--- config.mk ---
export PLATFORM = sky130hd
export DESIGN_NAME = envelope_shaper
export DESIGN_NICKNAME = d
export VERILOG_FILES = /design/src/rtl/envelope_shaper.sv
export SDC_FILE = /design/constraint.sdc
export NUM_CORES = 1
export LEC_CHECK = 0
export ABC_AREA = 1
export ABC_CLOCK_PERIOD_IN_PS = 7000
export CAP_MARGIN = 10
export CELL_PAD_IN_SITES_DETAIL_PLACEMENT = 0
export CELL_PAD_IN_SITES_GLOBAL_PLACEMENT = 1
export CORE_UTILIZATION = 51
export CTS_CLUSTER_SIZE = 40
export DETAILED_ROUTE_END_ITERATION = 8
export DONT_BUFFER_PORTS = 1
export PLACE_DENSITY_LB_ADDON = 0.1
export SYNTH_ARGS = -nofsm -noshare
export SYNTH_HDL_FRONTEND = slang
export SYNTH_SLANG_ARGS = --single-unit
--- constraint.sdc ---
create_clock -name clk -period 7 [get_ports clk]
set_input_delay 1.4 -clock clk [delete_from_list [all_inputs] [get_ports clk]]
set_output_delay 1.4 -clock clk [all_outputs]
set_load 0.01 [all_outputs]
--- src/rtl/envelope_shaper.sv ---
// envelope_shaper: ADSR amplitude envelope between the NCO and the PWM output.
// A gate-driven FSM moves a 16-bit envelope through attack/decay/sustain/release.
// A two-stage pipeline scales the sample's deviation from midscale by env[15:8].
module envelope_shaper #(
    parameter int CLK_DIV = 1000
) (
    input  logic       clk,
    input  logic       reset_n,
    input  logic       gate,
    input  logic [7:0] sample_in,
    input  logic [7:0] attack_rate,
    input  logic [7:0] decay_rate,
    input  logic [7:0] sustain_level,
    input  logic [7:0] release_rate,
    output logic [7:0] value_out,
    output logic [7:0] env_level,
    output logic       active
);

    localparam int CNT_W = (CLK_DIV > 1) ? $clog2(CLK_DIV) : 1;
    localparam logic [CNT_W-1:0] CNT_LAST = CNT_W'(CLK_DIV - 1);

    localparam logic [2:0] ST_IDLE    = 3'd0;
    localparam logic [2:0] ST_ATTACK  = 3'd1;
    localparam logic [2:0] ST_DECAY   = 3'd2;
    localparam logic [2:0] ST_SUSTAIN = 3'd3;
    localparam logic [2:0] ST_RELEASE = 3'd4;

    logic              gate_meta;
    logic              gate_s;
    logic [CNT_W-1:0]  pre_cnt;
    logic              tick;
    logic [2:0]        state;
    logic [15:0]       env;

    logic [15:0]       attack_step;
    logic [15:0]       decay_step;
    logic [15:0]       release_step;
    logic [15:0]       s16;
    logic [16:0]       attack_sum;
    logic [16:0]       decay_floor;

    logic signed [8:0] s_p1;
    logic [7:0]        e_p1;
    logic [7:0]        value_p2;
    logic              active_r;

    // Scale a signed deviation by an unsigned envelope byte and re-centre on 128.
    // The shift floors toward minus infinity, so the result stays within 0..254.
    function automatic logic [7:0] scale_sample(input logic signed [8:0] s,
                                                input logic [7:0] e);
        logic signed [17:0] s_x;
        logic signed [17:0] e_x;
        logic signed [17:0] prod;
        logic signed [9:0]  shifted;
        s_x     = {{9{s[8]}}, s};
        e_x     = {10'd0, e};
        prod    = s_x * e_x;
        shifted = 10'(prod >>> 8);
        return 8'(shifted + 10'sd128);
    endfunction

    assign attack_step  = {8'h00, attack_rate};
    assign decay_step   = {8'h00, decay_rate};
    assign release_step = {8'h00, release_rate};
    assign s16          = {sustain_level, 8'h00};
    // Widened sums so saturation and the decay floor compare without wrap-around.
    assign attack_sum   = {1'b0, env} + {1'b0, attack_step};
    assign decay_floor  = {1'b0, s16} + {1'b0, decay_step};
    assign tick         = (pre_cnt == CNT_LAST);

    // Two-flop synchroniser for the asynchronous gate level.
    always_ff @(posedge clk or negedge reset_n) begin
        if (!reset_n) begin
            gate_meta <= 1'b0;
            gate_s    <= 1'b0;
        end else begin
            gate_meta <= gate;
            gate_s    <= gate_meta;
        end
    end

    // Free-running prescaler producing a one-cycle envelope tick.
    always_ff @(posedge clk or negedge reset_n) begin
        if (!reset_n) begin
            pre_cnt <= '0;
        end else if (tick) begin
            pre_cnt <= '0;
        end else begin
            pre_cnt <= pre_cnt + CNT_W'(1);
        end
    end

    // ADSR state machine; gate transitions take priority over tick-driven steps.
    always_ff @(posedge clk or negedge reset_n) begin
        if (!reset_n) begin
            state <= ST_IDLE;
            env   <= '0;
        end else begin
            case (state)
                ST_IDLE: begin
                    if (gate_s) state <= ST_ATTACK;
                end
                ST_ATTACK: begin
                    if (!gate_s) begin
                        state <= ST_RELEASE;
                    end else if (tick) begin
                        if (attack_rate == 8'd0 || attack_sum >= 17'h0FFFF) begin
                            env   <= 16'hFFFF;
                            state <= ST_DECAY;
                        end else begin
                            env <= attack_sum[15:0];
                        end
                    end
                end
                ST_DECAY: begin
                    if (!gate_s) begin
                        state <= ST_RELEASE;
                    end else if (tick) begin
                        // env - step <= S16 rewritten as env <= S16 + step to avoid underflow.
                        if (decay_rate == 8'd0 || {1'b0, env} <= decay_floor) begin
                            env   <= s16;
                            state <= ST_SUSTAIN;
                        end else begin
                            env <= env - decay_step;
                        end
                    end
                end
                ST_SUSTAIN: begin
                    if (!gate_s) begin
                        state <= ST_RELEASE;
                    end else begin
                        env <= s16;
                    end
                end
                ST_RELEASE: begin
                    if (gate_s) begin
                        state <= ST_ATTACK;
                    end else if (tick) begin
                        if (release_rate == 8'd0 || env <= release_step) begin
                            env   <= '0;
                            state <= ST_IDLE;
                        end else begin
                            env <= env - release_step;
                        end
                    end
                end
                default: begin
                    state <= ST_IDLE;
                    env   <= '0;
                end
            endcase
        end
    end

    // Stage 1: centre the sample and capture the envelope byte.
    always_ff @(posedge clk or negedge reset_n) begin
        if (!reset_n) begin
            s_p1 <= '0;
            e_p1 <= '0;
        end else begin
            s_p1 <= $signed({1'b0, sample_in}) - 9'sd128;
            e_p1 <= env[15:8];
        end
    end

    // Stage 2: scaled output back in offset-binary form.
    always_ff @(posedge clk or negedge reset_n) begin
        if (!reset_n) begin
            value_p2 <= 8'd128;
        end else begin
            value_p2 <= scale_sample(s_p1, e_p1);
        end
    end

    // Registered activity flag, one cycle behind the state.
    always_ff @(posedge clk or negedge reset_n) begin
        if (!reset_n) begin
            active_r <= 1'b0;
        end else begin
            active_r <= (state != ST_IDLE);
        end
    end

    assign value_out = value_p2;
    assign env_level = e_p1;
    assign active    = active_r;

endmodule

==> Word-level counts from Yosys, hierarchy flattened <==
Cells that the tools add are included.
{ "word_totals": {"regBits": 57, "input_bits": 43, "wordCells": 75} }
{ "classes": {"n_addsub": 7, "mul": 1, "order_cmp": 3, "eq_ne": 20, "n_mux": 24, "n_bitwise": 1, "n_reduce_logical": 10} }
{ "op_table": {"columns": ["operator", "count"], "rows": [
  ["two-way mux 16 bit", 10],
  ["one-hot mux 16 bit (5 select lines)", 1],
  ["adder 16 x 8 -> 17 bit", 2],
  ["two-way mux 3 bit", 11],
  ["subtractor 16 x 8 -> 16 bit", 2],
  ["logical NOT 8 bit", 3],
  ["!= test 2 bit (second input constant)", 9],
  ["!= test 3 bit (second input constant)", 6],
  [">= comparator 17 x 16 -> 1 bit (second input constant)", 1],
  ["less-or-equal comparator 16 x 17 -> 1 bit", 1],
  ["less-or-equal comparator 16 x 8 -> 1 bit", 1],
  ["multiplier 9 x 9 -> 16 bit", 1],
  ["AND reduction 8 bit", 2],
  ["one-hot mux 3 bit (5 select lines)", 1],
  ["adder 10 x 1 -> 10 bit (second input constant)", 1],
  ["== test 10 bit (second input constant)", 1],
  ["two-way mux 10 bit", 1],
  ["subtractor 8 x 8 -> 9 bit (second input constant)", 1],
  ["adder 8 bit (second input constant)", 1],
  ["== test 3 x 2 -> 1 bit (second input constant)", 2],
  ["== test 3 x 1 -> 1 bit (second input constant)", 1],
  ["== test 3 bit (second input constant)", 1],
  ["logical NOT 3 bit", 1],
  ["logical OR 1 bit", 3],
  ["2 further kinds", 2]
]} }

==> Logic depth before layout (Yosys ltp) <==
Gate-level depths: netlist of run 1.
{ "logic_depth": {"depth_word": 7, "ltp_mapped": 20, "depth_no_buf": 20} }

==> Worst setup path before layout of run 1 <==
OpenSTA, ideal clock, no wires.
{ "synth_timing": {"path_kind": "register -> register", "start": "register e_p1[2] (netlist: env_level[2])", "end": "register value_p2[4] (netlist: value_out[4])", "setup_ps": 125, "arrival_ps": 4102, "slack_ps": 2773, "path_stages_with_launch": 18, "path_buffers": 1, "period_less_slack_ps": 4227, "path_cell_list": "dfrtp_1 > clkbuf_1 > nand2_1 > inv_1 > fa_1 > fa_1 > inv_1 > fa_1 > fa_1 > inv_1 > ha_1 > a21oi_1 > o21ai_0 > a21o_1 > a21o_1 > nand2_1 > nand2_1 > xor2_1"} }
{ "synth_between": {"elab_chain_len": 2} }
{ "synth_lines": {"columns": ["element", "line_no", "source"], "rows": [
  ["start, declared", "44", "logic [7:0] e_p1;"],
  ["start signal, assigned", "163", "e_p1 <= env[15:8];"],
  ["multiplier 9 x 9 -> 16 bit", "58", "prod = s_x * e_x;"],
  ["adder 8 bit", "60", "return 8'(shifted + 10'sd128);"],
  ["end signal, assigned", "172", "value_p2 <= scale_sample(s_p1, e_p1);"],
  ["end, declared", "45", "logic [7:0] value_p2;"]
]} }
No other way between the ends.
A chain may end at the register's enable or synchronous reset.

==> Final worst setup path of run 1 <==
{ "layout_timing": {"start": "register e_p1[0] (netlist: env_level[0])", "end": "register value_p2[4] (netlist: value_out[4])"} }
The elaborated chain is that of the path after synthesis.

==> results of run 1 <==
[logic make-up (layout without fill, tap and decap cells)]
kind of cell / count (synthesis) / count (layout) / synth area share (%)
AO/OA/AOI/OAI: 80 / 80 / 6.28
XOR/XNOR: 37 / 37 / 4.47
adder cells (fa/ha/maj): 114 / 114 / 25.2
buffers and inverters: 256 / 240 / 13.8
flip-flops: 56 / 56 / 19.3
AND/OR/NAND/NOR: 521 / 521 / 30.8
[metrics by stage]
stage	util [%]	area [µm²]	std cells	worst slack (ns)	hold WS (ns)
6_report	54.0	7500	1228	2.53	0.352
5_1_grt	54.0	7500	1228	2.21	0.378
4_1_cts	54.0	7500	1228	2.49	0.354
3_5_place_dp	52.9	7350	1220	2.50	0.337
3_3_place_gp	52.9	7350	1220	2.62	0.332
2_1_floorplan	-	7260	1064	2.77	0.331
[sequential cells by signal, indices dropped and copies added (netlist names)]
| name | count |
|---|---|
| pre_cnt | 10 |
| s_p1 | 8 |
| active | 1 |
| env_level | 8 |
| env | 16 |
| gate_s | 1 |
| state | 3 |
| gate_meta | 1 |
| value_out | 8 |
[cell type report]
type | instances | area share [%]
clock inverter | 3 | 0.300
clock buffer | 5 | 1.67
sequential | 56 | 18.7
multi-input combinational | 752 | 64.7
tap | 180 | 3.00
inverter | 232 | 11.6
[worst register-to-register path, stage by stage (launching register included)]
cell and delay, ns:
dfrtp_1 0.55, nand2_1 0.16, inv_1 0.14, fa_1 0.59, fa_1 0.57, inv_1 0.05
fa_1 0.46, fa_1 0.54, inv_1 0.04, ha_1 0.33, a21oi_1 0.16, o21ai_0 0.10
a21o_1 0.20, a21o_1 0.22, nand2_1 0.07, nand2_1 0.06, xor2_1 0.14
[how the worst max path moves through the flow]
stage / from / endpoint / slack, ns / cells past startpoint
3_3_place_gp: env_level[0]$_DFF_PN0_ / value_out[4]$_DFF_PN0_ / 2.62 / 16
3_5_place_dp: env_level[0]$_DFF_PN0_ / value_out[4]$_DFF_PN0_ / 2.50 / 16
5_1_grt: env_level[0]$_DFF_PN0_ / value_out[5]$_DFF_PN0_ / 2.21 / 17
4_1_cts: env_level[0]$_DFF_PN0_ / value_out[4]$_DFF_PN0_ / 2.49 / 16
6_report: env_level[0]$_DFF_PN0_ / value_out[4]$_DFF_PN0_ / 2.53 / 16
2_1_floorplan: env_level[2]$_DFF_PN0_ / value_out[4]$_DFF_PN0_ / 2.77 / 17
[cells in the mapped netlist, drive strengths merged (12+ instances only)]
master / count / share of area, %
a21oi: 28 / 2.0
xor2: 26 / 3.1
o21ai: 27 / 1.9
fa: 54 / 15
buf: 12 / 1.2
ha: 60 / 10
nand4: 12 / 1.1
inv: 232 / 12
dfrtp: 55 / 19
nor2: 73 / 4.1
clkbuf: 12 / 0.62
nand3: 68 / 4.8
nand2: 336 / 18
nor3: 13 / 1.3
[power by group through the flow]
stage | sequential (W) | combinational, W | clock, W
floorplan | 0.000490 | 0.00140 | 0
global placement | 0.000594 | 0.00164 | 0
detailed placement | 0.000594 | 0.00165 | 0
CTS | 0.000586 | 0.00166 | 0.000271
global route | 0.000599 | 0.00193 | 0.000284
finish | 0.000585 | 0.00165 | 0.000266
[layer usage]
layer / wire length (µm) / vias to the layer above / GRT usage, %
met4: 463 / 0 / 8.87
met2: 8900 / 135 / 47.5
met3: 708 / 32 / 3.38
met1: 8040 / 2911 / 32.5
met5: 0 / - / 0
li1: - / 3210 / -
==> results.cfg, run 1 <==
[synth]
yosysWarnings = 0
synth_cell_types = 43
synth_enable_flop_cells = 0
ys.flop_type = dfrtp_1
syn-num-nets = 1221
ys_seq_elements = 56
syn_area_um2 = 7260
synthArstFlopShare_pct = 100
synthCells = 1064
avgSynthCellArea_um2 = 6.82
yosysSeqAreaShare_pct = 19.3

[clock_tree]
cts-root-buf = clkbuf_16
clkTransAtPathRegs_ns = 0.08
clk_latency_ns = 0.31
h-tree-depth = 2
cts_resized = 0
cts_made_buffers = 5
cts_tree = built
clockBufferDepth = 2
cts_hold_buf = 0
cts_setup_buffers = 0
cts.sinks = 56

[route]
finalWirelength_mm = 18.1
dr.first_iter.drc_count = 361
routed_via_density = 5.12
first_pass_iters = 5
wl_per_cell_um = 14.7
postRouteAntennaNets = 0
drc = 0
vias = 6288

[global_route]
antenna_found_initial = 0
grt_max_degree = 57
grt_pass1_wl_mm = 30.3
grt_overflow = 0
track_usage_pct = 26.5
first_global_vias = 6338

[timing]
slew_headroom_pct = 42.3
hold_viol_final = 0
clock_skew_ns = 0.00966
worst_slew_pin_slew_ns = 0.858
period_share_pct = 63.9
drv_slew = 0
fmax_mhz = 224
finalSetupTns_ns = 0
finalSetupViolCount = 0
rsz0062_at_grt = false
fin_crit_ns = 4.47

[critical_path]
start_kind = flop
worstPathCellList = nand2_1, inv_1, fa_1, fa_1, inv_1, fa_1, fa_1, inv_1, ha_1, a21oi_1, o21ai_0, a21o_1, a21o_1, nand2_1, nand2_1, xor2_1
end_kind = flop
path_max_fanout = 8
cp_data_arrival_time_ns = 4.67
cpPeakStageDelay_ns = 0.59
path_buf_inv = 3
critical-path-top-delay-family = adder cells
required_ns = 7.20
r2r_slack_ns = 2.53
cpMostUsedCell = fa_1
r2r_start = env_level[0]$_DFF_PN0_
path_class = flop to flop
r2r-end = value_out[4]$_DFF_PN0_
cp_slowest_cell = fa_1
reg2regPathDepth = 16

[final_layout]
layout.cells.most_common_list = nand2_1 (328), inv_1 (225), nor2_1 (69)
ff_latch_area_um2 = 1400
diodes = 0
drive_above_1_share_pct = 3.63
area_growth_pct = 3.29
multi_input_area_um2 = 4850
final_nets = 1204
fillers = 1406
final_common_cell = nand2_1

[power]
ir_drop_mv = 0.169
power.leakage_nw = 4.46
intPower_w = 0.00115
seqPwrFrac_pct = 23.4
sw_frac_of_total_pct = 54.0
p_total_w = 0.00250
power_frac_clock_pct = 10.6
netSwitchingPower_w = 0.00135
power_frac_comb_pct = 65.9
p_per_area_nw_per_um2 = 333

[placed_design]
place_congestion = 0.869
dp_hpwl_mm = 14.9
io_buffers = 0

[die]
rows = 43
initial_core_util_pct = 52.3
ios = 60
die_w_um = 121
die_h_um = 121
core_area_um2 = 13900
dieArea_um2 = 14700

[hold_path]
hp-class = flop to flop
hold_path_depth = 0
min_to = gate_s$_DFF_PN0_
min_from = gate_meta$_DFF_PN0_

[status]
outcome = complete, no violations

[run]
drv_cap = 0
Power figures use the tool's default switching activity.
==> run 2, diff against run 1 <==
--- a/config.mk
+++ b/config.mk
@@ -6,11 +6,11 @@
 export NUM_CORES = 1
 export LEC_CHECK = 0
 export ABC_AREA = 1
-export ABC_CLOCK_PERIOD_IN_PS = 7000
+export ABC_CLOCK_PERIOD_IN_PS = 3600
 export CAP_MARGIN = 10
 export CELL_PAD_IN_SITES_DETAIL_PLACEMENT = 0
 export CELL_PAD_IN_SITES_GLOBAL_PLACEMENT = 1
-export CORE_UTILIZATION = 51
+export CORE_UTILIZATION = 43
 export CTS_CLUSTER_SIZE = 40
 export DETAILED_ROUTE_END_ITERATION = 8
 export DONT_BUFFER_PORTS = 1
==> constraint.sdc (replaced) <==
create_clock -name clk -period 3.6 [get_ports clk]
set_input_delay 0.72 -clock clk [delete_from_list [all_inputs] [get_ports clk]]
set_output_delay 0.72 -clock clk [all_outputs]
set_load 0.01 [all_outputs]
==> results.cfg, run 2 (synthesized netlist as in run 1, its figures left out) <==
[status]
outcome = finished with violations
violations = negative setup slack

[power]
sw_frac_of_total_pct = 51.1
intPower_w = 0.00272
seqPwrFrac_pct = 18.2
ir_drop_mv = 0.365
netSwitchingPower_w = 0.00284
p_per_area_nw_per_um2 = 673
power.leakage_nw = 4.79
power_frac_clock_pct = 9.1
power_frac_comb_pct = 72.7

[route]
routed_via_density = 4.87
dr.first_iter.drc_count = 246
m1WireLength_mm = 8.59
wl_per_cell_um = 14.4
postRouteAntennaNets = 0
drc = 0
route.met2.wl_mm = 9.80
vias = 6509
met3_wirelength_um = 492
first_pass_iters = 5
finalWirelength_mm = 19.3
top_layer = met4

[clock_tree]
cts_tree = built
clkTransAtPathRegs_ns = 0.08
cts_hold_buf = 0
cts-root-buf = clkbuf_16
h-tree-depth = 2
clockBufferDepth = 2
clk_latency_ns = 0.30
cts.sinks = 56
cts_made_buffers = 5

[critical_path]
r2r_start = env_level[2]$_DFF_PN0_
worstPathCellList = buf_6, buf_6, nand2_2, inv_2, fa_2, fa_1, inv_1, fa_1, fa_1, inv_2, ha_4, a21oi_4, o21ai_2, a21o_1, a21o_1, nand2_1, nand2_1, xor2_1
path_buf_inv = 5
path_max_fanout = 4
critical-path-top-delay-family = adder cells
cpPeakStageDelay_ns = 0.55
critical_path.startpoint = env_level[2]$_DFF_PN0_
start_kind = flop
end_kind = flop
cp_data_arrival_time_ns = 4.19
required_ns = 3.80
cpMostUsedCell = fa_1
path_class = flop to flop
cp_slowest_cell = fa_2

[die]
die_h_um = 132
rows = 47
ios = 60
dieArea_um2 = 17400
die_w_um = 132
initial_core_util_pct = 43.9
core_area_um2 = 16500

[global_route]
grt_pass1_wl_mm = 32.4
grt_max_degree = 57
first_global_vias = 6660
track_usage_pct = 23.6
grt_overflow = 0
antenna_found_initial = 0

[final_layout]
drive_above_1_share_pct = 12.8
regMostFlops = env
reg_top3 = env: 16 flops, pre_cnt: 10 flops
layout.cells.most_common_list = nand2_1 (321), inv_1 (214), nor2_1 (68)
area_growth_pct = 13.8
fin_area_um2 = 8260
final_nets = 1272
largest_register_ffs = 16
diodes = 0
final_common_cell = nand2_1

[timing]
rsz0062_at_grt = true
finalSetupTns_ns = -2.33
worst_slew_pin_slew_ns = 0.498
clock_skew_ns = 0.00621
fin_crit_ns = 3.99
finalSetupViolCount = 8
layout_setup_ws_ns = -0.391
fmax_mhz = 251
slew_headroom_pct = 66.5
drv_slew = 0
period_share_pct = 111
hold_viol_final = 0

[run]
drv_cap = 0

[placed_design]
place_congestion = 0.874
io_buffers = 0
dp_hpwl_mm = 16.3
placed_area_um2 = 7890

[hold_path]
hp-class = input pin to async pin
-- run 2: path summary, 6_finish.rpt --
check                      cells past startpoint  slack, ns                      to
max                                           18      -0.39  value_out[4]$_DFF_PN0_
min                                            0       0.10  value_out[0]$_DFF_PN0_
max reg2reg                                   18      -0.39  value_out[4]$_DFF_PN0_
min reg2reg                                    0       0.35        gate_s$_DFF_PN0_
max in group asynchronous                      0       3.29  value_out[7]$_DFF_PN1_
min in group clk                               0       0.35        gate_s$_DFF_PN0_
-- run 2: through the flow --
step,hold WS (ns),total power [W],setup slack (ns),cells,util (%)
floorplan,0.331,0.00381,-0.299,1064,-
global placement,0.333,0.00484,-0.307,1315,47.7
detailed placement,0.337,0.00488,-0.401,1315,47.7
CTS,0.0871,0.00552,-0.375,1331,49.4
global route,0.0848,0.00620,-0.570,1336,50.0
finish,0.100,0.00556,-0.391,1336,50.0
-- run 2: metal layers --
metal / up-vias / GRT usage, %
met3: 21 / 2.31
met5: - / 0
met1: 3027 / 29.2
met2: 110 / 43.4
met4: 0 / 6.65
li1: 3351 / -
-- run 2: power by group through the flow --
| stage | Sequential [W] | Combinational (W) | Clock, W |
|---|---|---|---|
| 2_1_floorplan | 0.000956 | 0.00285 | 0 |
| 3_3_place_gp | 0.00104 | 0.00380 | 0 |
| 3_5_place_dp | 0.00104 | 0.00385 | 0 |
| 4_1_cts | 0.00102 | 0.00397 | 0.000527 |
| 5_1_grt | 0.00104 | 0.00462 | 0.000546 |
| 6_report | 0.00101 | 0.00404 | 0.000505 |
-- run 2: timing repair --
item / 4_1_cts / 5_1_grt
endpoints found under the hold margin: 0 / 0
endpoints found under the setup margin: 8 / 8
resized for setup: 23 / 12
setup buffers: 9 / 5
pin swaps: 29 / 15
-- run 2: layout make-up --
cell class              instances  area, µm²
fillers                      1719       8270
multi-input cells             752       5020
flip-flops and latches         56       1410
inverters                     232        873
repair buffers                 68        537
well taps                     220        275
clock buffers                   6        129
clock inverters                 2       16.3
==> run 3, diff against run 2 <==
--- a/config.mk
+++ b/config.mk
@@ -6,11 +6,10 @@
 export NUM_CORES = 1
 export LEC_CHECK = 0
 export ABC_AREA = 1
-export ABC_CLOCK_PERIOD_IN_PS = 3600
-export CAP_MARGIN = 10
+export ABC_CLOCK_PERIOD_IN_PS = 4750
 export CELL_PAD_IN_SITES_DETAIL_PLACEMENT = 0
 export CELL_PAD_IN_SITES_GLOBAL_PLACEMENT = 1
-export CORE_UTILIZATION = 43
+export CORE_UTILIZATION = 51
 export CTS_CLUSTER_SIZE = 40
 export DETAILED_ROUTE_END_ITERATION = 8
 export DONT_BUFFER_PORTS = 1
==> constraint.sdc (replaced) <==
create_clock -name clk -period 4.75 [get_ports clk]
set_input_delay 0.95 -clock clk [delete_from_list [all_inputs] [get_ports clk]]
set_output_delay 0.95 -clock clk [all_outputs]
set_load 0.01 [all_outputs]
==> results.cfg, run 3 (synthesized netlist as in run 1, its figures left out) <==
[timing]
drv_slew = 0
worst_hold_slack_ns = 0.325
fmax_mhz = 229
finalSetupViolCount = 0
period_share_pct = 92.0
worst_slew_pin_slew_ns = 0.856
hold_viol_final = 0
slew_headroom_pct = 42.4
finalSetupTns_ns = 0
rsz0062_at_grt = false
clock_skew_ns = 0.00702
fin_crit_ns = 4.37

[final_layout]
fillers = 1392
layout.cells.most_common_list = nand2_1 (328), inv_1 (225), nor2_1 (69)
final_common_cell = nand2_1
regMostFlops = env
final_nets = 1209
diodes = 0
drive_above_1_share_pct = 4.08
area_growth_pct = 3.81
largest_register_ffs = 16
reg_top3 = env: 16 flops, pre_cnt: 10 flops

[clock_tree]
h-tree-depth = 2
clk_latency_ns = 0.31
cts.sinks = 56
cts_made_buffers = 5
cts_tree = built
cts_setup_buffers = 0
clockBufferDepth = 2
clkTransAtPathRegs_ns = 0.08
cts_resized = 0
cts_hold_buf = 0
cts-root-buf = clkbuf_16

[placed_design]
io_buffers = 0
dp_hpwl_mm = 14.8
place_congestion = 0.849

[global_route]
first_global_vias = 6234
grt_pass1_wl_mm = 30.1
grt_max_degree = 57
grt_overflow = 0
antenna_found_initial = 0
track_usage_pct = 26.5

[power]
intPower_w = 0.00171
seqPwrFrac_pct = 22.1
p_per_area_nw_per_um2 = 493
power_frac_clock_pct = 10.7
sw_frac_of_total_pct = 53.9
power.leakage_nw = 4.48
netSwitchingPower_w = 0.00200
power_frac_comb_pct = 67.2
ir_drop_mv = 0.278

[critical_path]
cpMostUsedCell = fa_1
cpPeakStageDelay_ns = 0.73
path_max_fanout = 8
cp_data_arrival_time_ns = 4.57
cp_slowest_cell = fa_1
start_kind = flop
required_ns = 4.95
end_kind = flop
path_buf_inv = 3
worstPathCellList = nand2_1, inv_1, fa_1, fa_1, inv_1, fa_1, fa_1, inv_1, ha_1, a21oi_1, o21ai_0, a21o_1, a21o_1, nand2_1, nand2_1, xor2_1
critical-path-top-delay-family = adder cells
path_class = flop to flop

[route]
dr.first_iter.drc_count = 328
postRouteAntennaNets = 0
finalWirelength_mm = 18.0
first_pass_iters = 7
drc = 0
routed_via_density = 5.11
wl_per_cell_um = 14.6
vias = 6306

[status]
outcome = complete, no violations

[die]
die_h_um = 121
initial_core_util_pct = 52.3
core_area_um2 = 13900
rows = 43
dieArea_um2 = 14700
die_w_um = 121
ios = 60

[hold_path]
hp-class = input pin to async pin

[run]
drv_cap = 0
run 3: path summary, 6_finish.rpt:
check                                         start                     end  slack (ns)  cells past startpoint
worst max register to register    s_p1[7]$_DFF_PN0_  value_out[4]$_DFF_PN0_        0.38                     16
worst max-delay path              s_p1[7]$_DFF_PN0_  value_out[4]$_DFF_PN0_        0.38                     16
max in group asynchronous                   reset_n  value_out[7]$_DFF_PN1_        4.22                      0
worst min register to register  gate_meta$_DFF_PN0_        gate_s$_DFF_PN0_        0.35                      0
worst min-delay path                        reset_n  value_out[1]$_DFF_PN0_        0.32                      0
min in group clk                gate_meta$_DFF_PN0_        gate_s$_DFF_PN0_        0.35                      0
run 3: per-stage QoR:
step	total power, W	worst slack [ns]	util [%]	instances	area (µm²)
floorplan	0.00278	0.523	-	1064	7260
global placement	0.00331	0.431	53.2	1225	7390
detailed placement	0.00334	0.360	53.2	1225	7390
CTS	0.00375	0.347	54.3	1233	7530
global route	0.00417	0.117	54.3	1233	7530
finish	0.00371	0.378	54.3	1233	7530
run 3: final cells by class:
cell class | count | area, µm² | area share [%]
multi-input cells | 752 | 4850 | 64.4
flip-flops and latches | 56 | 1400 | 18.6
inverters | 232 | 871 | 11.6
well taps | 180 | 225 | 2.99
clock buffers | 5 | 125 | 1.66
repair buffers | 5 | 37.5 | 0.498
clock inverters | 3 | 22.5 | 0.299
run 3: power by group through the flow:
stage / Combinational (W) / Sequential (W) / Clock [W]
finish: 0.00249 / 0.000822 / 0.000397
global route: 0.00289 / 0.000847 / 0.000428
CTS: 0.00251 / 0.000827 / 0.000409
detailed placement: 0.00250 / 0.000837 / 0
global placement: 0.00247 / 0.000835 / 0
floorplan: 0.00206 / 0.000722 / 0
run 3: per-layer routing:
layer	vias up	track usage [%]	share of wire, %
met5	-	0	0
met4	0	8.41	2.3
met3	25	3.10	3.8
met2	130	46.9	50
met1	2927	33.4	44
li1	3224	-	-
==> edit, RTL diff (flow settings as in run 2) <==
Set the parameter `CLK_DIV` to 2000 (it was 1000).
--- a/src/rtl/envelope_shaper.sv
+++ b/src/rtl/envelope_shaper.sv
@@ -4,3 +4,3 @@
 module envelope_shaper #(
-    parameter int CLK_DIV = 1000
+    parameter int CLK_DIV = 2000
 ) (
Formal check against the unedited RTL: no difference found for any inputs over 10 cycles, from zero or initial values and one cycle with reset_n low; that may be too few to reach the edited logic, so the function may still have changed.
==> edit against run 2 <==
  * The run still ends with setup timing left
  * Utilization is 1.4 points higher
  * Sequential cell count up 1
  * Design area grew 3.5%
  * Area after synthesis rose by 1.2%
  * Power up 14%
  * Setup slack better by 43 ps
  * Wire length fell by 0.96%
  * Sequential share of layout area is 0.27 points lower
  * First-iteration DRC count rose by 59%
  * Critical endpoint is now value_out[5]
==> edit: results (changes against run 2) <==
first-pass GRT wire length=32.4 mm (-0.17%); clock insertion delay at the later pin of the skew report=340 ps (+40 ps); status=finished, violations left; hpwl dp=15.7 mm (-3.2%); P_leak=4.88 nW (+1.7%); Vias/cell=4.84 (-0.56%); 1st-iter DRT viols=391 (+59%); DR WL/cell=14.4 µm (-0.36%); VDD IR-drop max=0.307 mV (-16%); Yosys top cell area share=19.1% (+0.12 points); WP data arrival=4180 ps (about the same); slowest cell delay on critical path=510 ps (-40 ps); GR Util met2=34.8% (-8.6 points); worst setup margin=-348 ps (+42.5 ps); H-Tree Depth=3 (+1); GRT Resource Usage Total=23.5% (-0.15 points); CTS Buffer Depth=2 (unchanged); failing checks=setup timing; Tightest Pin Transition=627 ps (+129 ps); Top Registers=env x16, pre_cnt x11; sequential share of the synthesized area=19.4% (+0.11 points); Worst path slowest cell=fa_1; setup_tns=-2110 ps (+218 ps); # fillers=1744 (+1.5%); Port Buffers=0 (unchanged); final non-filler cell total=1328 (-0.60%); HP Class=input port to asynchronous set/reset pin; Post-synth top cells=nand2_1, inv_1, nor2_1; largest net degree at the start of global routing=58 (+1.8%); Worst-path clk slew=60 ps (-20 ps); top post-synthesis cells by area=dfrtp_1, nand2_1, fa_1; fraction of registers with async set/reset=100% (unchanged); Root Buffer=clkbuf_16; pre-CTS setup slack=-502 ps (-102 ps); Synth Instances=1052 (-1.1%); # setup viols final=8 (unchanged); Synthesis Warnings=0 (unchanged); M1 GR Usage=35.1% (+5.9 points); vias in the first global route=6383 (-4.2%); CP Max Fanout=4 (unchanged); initial antenna violation count=1 (+1); DR pass1 iterations=5 (unchanged); CTS buffer count=9 (+4); Clock Skews=6.97 ps (+0.763 ps); Most used DFF post-synth=dfrtp_1; met3 usage=4.56% (+2.3 points); share of post-route cells with drive strength above 1=17.5% (+4.7 points); Mapped Nets=1209 (-0.98%); Placer Congestion=0.860 (-1.6%); Synth cell types=45 (+4.7%)
==> edit: changes by cell type in the layout (fill, tap and decap cells not counted), moves of 8 or more <==
cell / run 2 / this run
nand2_1: 321 / 285
nand2_2: 11 / 25
nand3_2: 4 / 16
a21oi_1: 24 / 35
nand3_1: 64 / 54
nor2_1: 68 / 60
==> edit: area by class of cell <==
| cell class | instances | area, µm² | area share [%] |
|---|---|---|---|
| repair buffers | 65 | 499 | 5.84 |
| well taps | 220 | 275 | 3.22 |
| flip-flops and latches | 57 | 1430 | 16.8 |
| diodes | 1 | 2.50 | 0.0293 |
| clock buffers | 9 | 225 | 2.63 |
| multi-input cells | 738 | 5140 | 60.1 |
| clock inverters | 7 | 104 | 1.21 |
| inverters | 231 | 870 | 10.2 |
==> edit: final timing paths <==
kind | cells past startpoint | slack [ps] | endpoint | start
worst max-delay path | 21 | -350 | value_out[5] | s_p1[5]
worst min-delay path | 0 | 80 | env[3] | reset_n
worst min register to register | 0 | 350 | gate_s | gate_meta
worst max register to register | 21 | -350 | value_out[5] | s_p1[5]
min in group clk | 0 | 350 | gate_s | gate_meta
max in group asynchronous | 0 | 3300 | value_out[7] | reset_n
==> edit: cells by family (layout without fill, tap and decap cells) <==
| kind of cell | after synthesis | count (layout) | synth area share (%) |
|---|---|---|---|
| buffers and inverters | 257 | 312 | 13.7 |
| XOR/XNOR | 38 | 38 | 4.53 |
| other | 0 | 1 | 0 |
| AO/OA/AOI/OAI | 92 | 92 | 7.21 |
| flip-flops | 57 | 57 | 19.4 |
| adder cells (fa/ha/maj) | 114 | 114 | 24.9 |
| AND/OR/NAND/NOR | 494 | 494 | 30.1 |
==> edit: power by group <==
group	internal [mW]	switching [mW]	leakage [nW]	total, mW
clock	0.613	0.356	0.160	0.969
sequential	0.824	0.253	0.722	1.08
combinational	1.74	2.53	3.99	4.27
total	3.18	3.14	4.88	6.32
==> edit: timing repair <==
action                     CTS  global route
hold buffers                 0             0
pin swaps                   25             5
gates resized for setup     26            13
setup endpoints to repair    8             8
buffers inserted             3             2
==> edit: per-stage QoR <==
step / power, mW / hold WS (ps) / area, µm²
after global placement: 5.21 / 337 / 8060
after CTS: 6.32 / 59.8 / 8500
after floorplan: 4.16 / 331 / 7530
after detailed placement: 5.22 / 340 / 8060
final: 6.32 / 75.1 / 8550
after global routing: 6.98 / 55.2 / 8550
==> edit: metal layers <==
metal | routed length (µm) | up-vias | part of all wire (%)
li1 | - | 3333 | -
met1 | 10000 | 2963 | 52
met2 | 8020 | 121 | 42
met3 | 854 | 17 | 4.5
met4 | 235 | 0 | 1.2
met5 | 0 | - | 0
==> edit: worst max-delay path: cells and delay by family, from the launching register on <==
kind / cells / cell delay, ps
fa+ha+maj: 5 / 2190
flops: 1 / 440
simple gates: 8 / 490
compound gates: 2 / 370
buf+inv: 6 / 370
